$ cat src/rtl/serial_subtractor_if.sv
// Handshake bundle for serial_subtractor: operand request side plus result side.
// The overflow signal exists only when SERIAL_SUB_OVERFLOW_EN is defined.
interface serial_subtractor_if #(
  parameter int WIDTH = 8
);
  logic             start;
  logic [WIDTH-1:0] a;
  logic [WIDTH-1:0] b;
  logic             in_ready;
  logic [WIDTH-1:0] diff;
  logic             borrowout;
  logic             out_valid;
  logic             out_ready;
`ifdef SERIAL_SUB_OVERFLOW_EN
  logic             overflow;

  modport master (
    output start, a, b, out_ready,
    input  in_ready, diff, borrowout, out_valid, overflow
  );
  modport slave (
    input  start, a, b, out_ready,
    output in_ready, diff, borrowout, out_valid, overflow
  );
`else
  modport master (
    output start, a, b, out_ready,
    input  in_ready, diff, borrowout, out_valid
  );
  modport slave (
    input  start, a, b, out_ready,
    output in_ready, diff, borrowout, out_valid
  );
`endif
endinterface

$ cat src/rtl/serial_subtractor.sv
// Bit-serial a - b: one bit per clock, LSB first, result held until consumed.
// Define SERIAL_SUB_OVERFLOW_EN to add the signed overflow output.
module serial_subtractor #(
  parameter int WIDTH = 8
) (
  input  logic                clk,
  input  logic                reset,
  serial_subtractor_if.slave  bus
);

  localparam int CW = (WIDTH > 1) ? $clog2(WIDTH) : 1;

  typedef enum logic [1:0] {
    S_IDLE  = 2'd0,
    S_SHIFT = 2'd1,
    S_DONE  = 2'd2
  } state_t;

  state_t           r_state;
  state_t           w_next;
  logic [WIDTH-1:0] r_a;
  logic [WIDTH-1:0] r_b;
  logic [WIDTH-1:0] r_diff;
  logic             r_br;
  logic [CW-1:0]    r_cnt;
  logic             w_accept;
  logic             w_last;
  logic             w_d;
  logic             w_br_next;
`ifdef SERIAL_SUB_OVERFLOW_EN
  logic             r_a_msb;
  logic             r_b_msb;
`endif

  assign w_accept  = (r_state == S_IDLE) && bus.start;
  assign w_last    = (r_cnt == CW'(WIDTH - 1));
  assign w_d       = r_a[0] ^ r_b[0] ^ r_br;
  assign w_br_next = (~r_a[0] & r_b[0]) | (~(r_a[0] ^ r_b[0]) & r_br);

  // NOTE: sequential state uses non-blocking assignments so every register
  // samples pre-edge values regardless of process evaluation order.
  always_ff @(posedge clk or posedge reset) begin
    if (reset) r_state <= S_IDLE;
    else       r_state <= w_next;
  end

  // NOTE: default assignment first so no path through the case infers a latch.
  always_comb begin
    w_next = r_state;
    case (r_state)
      S_IDLE:  if (bus.start)     w_next = S_SHIFT;
      S_SHIFT: if (w_last)        w_next = S_DONE;
      S_DONE:  if (bus.out_ready) w_next = S_IDLE;
      default:                    w_next = S_IDLE;
    endcase
  end

  always_ff @(posedge clk or posedge reset) begin
    if (reset) begin
      r_a    <= '0;
      r_b    <= '0;
      r_diff <= '0;
      r_br   <= 1'b0;
      r_cnt  <= '0;
`ifdef SERIAL_SUB_OVERFLOW_EN
      r_a_msb <= 1'b0;
      r_b_msb <= 1'b0;
`endif
    end else if (w_accept) begin
      r_a    <= bus.a;
      r_b    <= bus.b;
      r_diff <= '0;
      r_br   <= 1'b0;
      r_cnt  <= '0;
`ifdef SERIAL_SUB_OVERFLOW_EN
      r_a_msb <= bus.a[WIDTH-1];
      r_b_msb <= bus.b[WIDTH-1];
`endif
    end else if (r_state == S_SHIFT) begin
      // Difference bits enter at the MSB so after WIDTH shifts bit 0 lands at LSB.
      r_diff <= {w_d, r_diff[WIDTH-1:1]};
      r_a    <= {1'b0, r_a[WIDTH-1:1]};
      r_b    <= {1'b0, r_b[WIDTH-1:1]};
      r_br   <= w_br_next;
      r_cnt  <= r_cnt + 1'b1;
    end
  end

  always_comb begin
    bus.in_ready  = (r_state == S_IDLE);
    bus.out_valid = (r_state == S_DONE);
    bus.diff      = (r_state == S_DONE) ? r_diff : '0;
    bus.borrowout = (r_state == S_DONE) && r_br;
`ifdef SERIAL_SUB_OVERFLOW_EN
    bus.overflow  = (r_state == S_DONE) && (r_a_msb != r_b_msb) &&
                    (r_diff[WIDTH-1] != r_a_msb);
`endif
  end

endmodule
$ cat src/flat_wrapper.sv
// flat-port wrapper written by rule: the top's interface ports become plain ports
module serial_subtractor_flat 
#(
  parameter int WIDTH = 8
)
  (clk, reset, bus_start, bus_a, bus_b, bus_out_ready, bus_in_ready, bus_diff, bus_borrowout, bus_out_valid);
  serial_subtractor_if #(.WIDTH(WIDTH)) bus_i ();
  input  logic clk;
  input  logic reset;
  input wire logic [$bits(bus_i.start)-1:0] bus_start;
  input wire logic [$bits(bus_i.a)-1:0] bus_a;
  input wire logic [$bits(bus_i.b)-1:0] bus_b;
  input wire logic [$bits(bus_i.out_ready)-1:0] bus_out_ready;
  output wire logic [$bits(bus_i.in_ready)-1:0] bus_in_ready;
  output wire logic [$bits(bus_i.diff)-1:0] bus_diff;
  output wire logic [$bits(bus_i.borrowout)-1:0] bus_borrowout;
  output wire logic [$bits(bus_i.out_valid)-1:0] bus_out_valid;
  assign bus_i.start = bus_start;
  assign bus_i.a = bus_a;
  assign bus_i.b = bus_b;
  assign bus_i.out_ready = bus_out_ready;
  assign bus_in_ready = bus_i.in_ready;
  assign bus_diff = bus_i.diff;
  assign bus_borrowout = bus_i.borrowout;
  assign bus_out_valid = bus_i.out_valid;
  serial_subtractor #(.WIDTH(WIDTH)) u_core (.clk(clk), .reset(reset), .bus(bus_i));
endmodule
$ cat config.mk
export PLATFORM = sky130hd
export DESIGN_NAME = serial_subtractor_flat
export DESIGN_NICKNAME = d
export VERILOG_FILES = /design/src/rtl/serial_subtractor_if.sv /design/src/rtl/serial_subtractor.sv /design/src/flat_wrapper.sv
export SDC_FILE = /design/constraint.sdc
export NUM_CORES = 1
export LEC_CHECK = 0
export ABC_CLOCK_PERIOD_IN_PS = 1500
export CORE_MARGIN = 2
export CORE_UTILIZATION = 61
export CTS_BUF_LIST = sky130_fd_sc_hd__clkbuf_16
export CTS_CLUSTER_SIZE = 28
export DETAILED_ROUTE_END_ITERATION = 7
export DONT_BUFFER_PORTS = 1
export PLACE_DENSITY = 0.87
export RECOVER_POWER = 50
export SYNTH_ARGS = -nofsm -noshare
export SYNTH_HDL_FRONTEND = slang
export SYNTH_SLANG_ARGS = --single-unit
$ cat constraint.sdc
create_clock -name clk -period 1.5 [get_ports clk]
set_input_delay 0.225 -clock clk [delete_from_list [all_inputs] [get_ports clk]]
set_output_delay 0.225 -clock clk [all_outputs]
set_load 0.03 [all_outputs]
Word level (Yosys, flattened, before mapping) --
Index checks and enable logic that the tools add are counted.
Cells by class: multiplexer cells 15, bitwise operators 7, add/subtract/negate cells 1, equality and inequality tests 6, reductions and logical operators 5
Operators with widths (number):
- two-way mux 8 bit | 7
- two-way mux 2 bit | 3
- two-way mux 3 bit | 2
- one-hot mux 2 bit (3 select lines) | 1
- != test 2 bit, second input constant | 2
- adder 3 x 1 -> 3 bit, second input constant | 1
- == test 3 bit, second input constant | 1
- AND reduction 3 bit | 1
- bitwise AND 1 bit | 2
- == test 2 x 1 -> 1 bit, second input constant | 1
- == test 2 bit, second input constant | 1
- logical AND 1 bit | 2
- zero test 2 bit | 1
- two-way mux 1 bit | 2
- != test 2 x 1 -> 1 bit, second input constant | 1
- inverter 1 bit | 2
- nonzero test 2 bit | 1
- XOR 1 bit | 2
- bitwise OR 1 bit | 1
Word-level totals: word-level logic and storage cells 40, input port bits 20, output and inout bits 11, register bits after elaboration 30

Longest topological paths before layout --
depth in word-level cells 6, mapped depth 6, mapped depth without buffers 4

Worst setup path after synthesis --
Ideal clock, no wire load.
path kind reg2out, start point register u_core.r_state[0], end point output bus_borrowout, path buffers 2, stages on the path, launching flop included 6, data arrival time 1309 ps, slack -34 ps, required time 1275 ps, cell sequence dfrtp_1 -> buf_6 -> nor2b_1 -> buf_2 -> inv_1 -> nor2_1
On the way: word-level cells in the longest chain between the ends 2
Ends and longest elaborated chain:
- start: declaration | line serial_subtractor.sv:19 | state_t r_state;
- start signal: assignment | line serial_subtractor.sv:44 | else r_state <= w_next;
- == test 2 bit
- net bus_out_valid | line flat_wrapper.sv:17 | output wire logic [$bits(bus_i.out_valid)-1:0] bus_out_valid;
- logical AND 1 bit | line serial_subtractor.sv:93 | bus.borrowout = (r_state == S_DONE) && r_br;
- end: declaration | line flat_wrapper.sv:16 | output wire logic [$bits(bus_i.borrowout)-1:0] bus_borrowout;
The timed path passes the listed nets, and every way through them passes these cells.

Final worst setup path --
start point register u_core.r_state[1], end point output bus_diff[7]
On the way: word-level cells in the longest chain between the ends 2
Ends and longest elaborated chain:
- == test 2 bit | line serial_subtractor.sv:92 | bus.diff = (r_state == S_DONE) ? r_diff : '0;
- two-way mux 8 bit | line serial_subtractor.sv:92
- end: declaration | line flat_wrapper.sv:15 | output wire logic [$bits(bus_i.diff)-1:0] bus_diff;
Every way passes these cells.

==> flow_metrics.env <==
export IMPL_status="complete, no violations"
export IMPL_setup_viol=0
export IMPL_synth_area_leader_cell="dfrtp_1"
export IMPL_critPathLaunchType="register"
export IMPL_grt_start_max_net_pins=31
export IMPL_yosysTopAreaCellShare_pct=48.9
export IMPL_yosysMostFrequentCell="dfrtp_1"
export IMPL_drive_gt1_share_pct=22.4
export IMPL_peakVddDrop_mv=1.48
export IMPL_die_area_mm2=0.00294
export IMPL_stdcell_area_mm2=0.00182
export IMPL_grt_pass1_vias=1034
export IMPL_final_nets=178
export IMPL_hold_end="u_core.r_state[1]$_DFFE_PP0P_"
export IMPL_slowest_stage="dfrtp_1"
export IMPL_rsz0062_at_grt="true"
export IMPL_crit_arrival_ps=1260
export IMPL_grt_usage_pct=23.3
export IMPL_drt_iter0_drc=24
export IMPL_fmaxAchievable_mhz=674
export IMPL_worstHoldPathType="in -> reg"
export IMPL_syn_to_final_growth_pct=18.3
export IMPL_cp_required_ps=1270
export IMPL_viasPerCell=6.05
export IMPL_htreeDepth=2
export IMPL_hold_path_depth=1
export IMPL_max_stage_delay_ps=400
export IMPL_p_leak_nw=0.830
export IMPL_cp_end_kind="primary output"
export IMPL_post_route_util_pct=74.7
export IMPL_r2r_slack_ps=90
export IMPL_cts_sinks=30
export IMPL_synth_edff_count=0
export IMPL_wl_per_cell_um=17.0
export IMPL_synthDistinctLibCells=30
export IMPL_multi_input_area_um2=686
export IMPL_powerDensity_mw_per_mm2=1990
export IMPL_min_from="bus_out_ready"
export IMPL_start_util_pct=63.2
export IMPL_drtPass1Iterations=4
export IMPL_preCtsSetupSlack_ps=173
export IMPL_rows=18
export IMPL_place_hpwl_um=2070
export IMPL_coreArea_mm2=0.00243
export IMPL_clk_pin_slew_ps=50
export IMPL_clockBufferDepth=2
export IMPL_ys_flop_type="dfrtp_1"
export IMPL_syn_area_per_cell_um2=11.1
export IMPL_die_height_um=54.2
export IMPL_synthesis_nets=162
export IMPL_cts_setup_buffers=0
export IMPL_register_area_um2=751
export IMPL_report_final_slew_viol_count=0
export IMPL_antenna_found_initial=0
export IMPL_path_max_fanout=5
export IMPL_synth_common_cells="dfrtp_1 (30), nand2_1 (11), o21ai_0 (11), a22o_1 (10), nand2b_1 (9)"
export IMPL_numCtsBuffers=5
export IMPL_critical_path_class="reg -> out"
export IMPL_yosysSeqAreaShare_pct=48.9
export IMPL_finalHoldViolCount=0
export IMPL_vias=1125
export IMPL_r2r_start="u_core.r_state[0]$_DFFE_PP0P_"
export IMPL_place_congestion=0.725
export IMPL_min_period_ps=1480
export IMPL_drtAntennaViolNets=0
export IMPL_port_buffers=0
export IMPL_die_width_um=54.2
export IMPL_synth_cells=139
export IMPL_wl_um=3170
export IMPL_placed_area_mm2=0.00161
export IMPL_yosysWarningCount=0
export IMPL_tightest_slew_ps=734
export IMPL_drc=0
export IMPL_cp_cell_sequence="nor2b_4, buf_4, and2_1, buf_6"
export IMPL_fin_crit_sh_pct=98.9
export IMPL_r2r_worst_path_cells=4
export IMPL_max_slew_margin_pct=51.1
export IMPL_grt_ovfl_total=0
export IMPL_synth_area_mm2=0.00154
export IMPL_io_pins=31
export IMPL_num_fill_cells=159
export IMPL_maxCapViolations=0
export IMPL_tritoncts="done"
export IMPL_ys_seq_elements=30
export IMPL_fin_skew_ps=2.48
export IMPL_r2r_end="u_core.r_a[2]$_DFFE_PP0P_"
export IMPL_cts_root_buf="clkbuf_16"
export IMPL_n_antenna_cell=0
export IMPL_synth_area_leaders="dfrtp_1 (49%), a22o_1 (5.7%), a221o_1 (4.6%), buf_6 (3.7%), nand2b_1 (3.7%)"
export IMPL_grt_pass1_wl_um=4820
export IMPL_clk_latency_ps=270
export IMPL_worst_slack_ps=16.0
export IMPL_synthArstFlopShare_pct=100
==> stage by stage <==
| stage | total power, mW | std cells | TNS (ps) | hold WS, ps |
|---|---|---|---|---|
| finish | 3.61 | 186 | 0 | 70.0 |
| global placement | 2.54 | 176 | 0 | 203 |
| detailed placement | 2.64 | 176 | 0 | 211 |
| global route | 3.80 | 186 | -52.9 | 76.4 |
| floorplan | 2.45 | 139 | 0 | 316 |
| CTS | 3.60 | 186 | 0 | 73.2 |
==> state kept, by name, summed over array words and instances (netlist names) <==
signal / count
u_core.r_br: 1
u_core.r_a: 8
u_core.r_b: 8
u_core.r_state: 2
u_core.r_diff: 8
u_core.r_cnt: 3
==> layer usage <==
layer	vias up	global-route usage, %	routed length, µm
met3	4	7.22	147
met4	0	4.17	22
met2	31	39.0	1630
li1	523	-	-
met1	567	30.2	1370
met5	-	0	0
==> layout make-up <==
| class | count | area share (%) |
|---|---|---|
| inverter | 7 | 1.45 |
| clock buffer | 5 | 6.88 |
| clock inverter | 3 | 0.688 |
| multi-input combinational | 92 | 37.7 |
| sequential | 30 | 41.3 |
| timing repair buffer | 19 | 9.91 |
| tap | 30 | 2.06 |
==> kinds of logic (layout without fill, tap and decap cells) <==
logic type	after synthesis	count (layout)	share of synthesized area, %
compound gates	43	43	21.6
flops	30	30	48.9
buf+inv	17	34	7.98
simple gates	46	46	18.6
fa+ha+maj	3	3	2.93
==> timing repair <==
item | 4_1_cts | 5_1_grt
hold buffers | 1 | 0
gates cloned | 1 | 0
endpoints found under the hold margin | 30 | 0
pin swaps | 0 | 1
gates resized for setup | 7 | 11
setup endpoints to repair | 10 | 10
==> cell usage in the layout (no fill, tap or decap), drive strengths merged <==
cell type	count
dfrtp	30
buf	17
o21ai	13
nand2	11
a22o	10
nand2b	10
inv	8
and2	8
a221o	7
nor3b	6
clkbuf	6
nor2b	6
a21oi	4
nor2	4
o22a	3
a221oi	3
ha	2
clkinv	2
o21bai	1
nand3b	1
o221a	1
o22ai	1
fa	1
dlygate4sd3	1
==> worst max-delay path, delay by kind of cell (launching register included) <==
family                 cells  cell delay (ps)
flip-flops                 1              400
buffers and inverters      2              270
AND/OR/NAND/NOR            2              310
==> how the worst max path moves through the flow <==
stage,start,endpoint,cells after the start
after floorplan,u_core.r_state[0]$_DFFE_PP0P_,bus_borrowout,5
after global placement,u_core.r_state[0]$_DFFE_PP0P_,u_core.r_a[0]$_DFFE_PP0P_,3
after detailed placement,u_core.r_state[1]$_DFFE_PP0P_,u_core.r_b[1]$_DFFE_PP0P_,3
after CTS,u_core.r_state[1]$_DFFE_PP0P_,bus_diff[0],4
after global routing,u_core.r_state[0]$_DFFE_PP0P_,bus_in_ready,3
final,u_core.r_state[1]$_DFFE_PP0P_,bus_diff[7],4
==> power breakdown <==
part | total [mW] | switching (mW) | internal (mW)
logic | 1.28 | 0.671 | 0.610
registers | 1.41 | 0.239 | 1.17
clock network | 0.921 | 0.324 | 0.597
total | 3.61 | 1.23 | 2.38
Note: power is estimated with default switching activity, not from simulation.
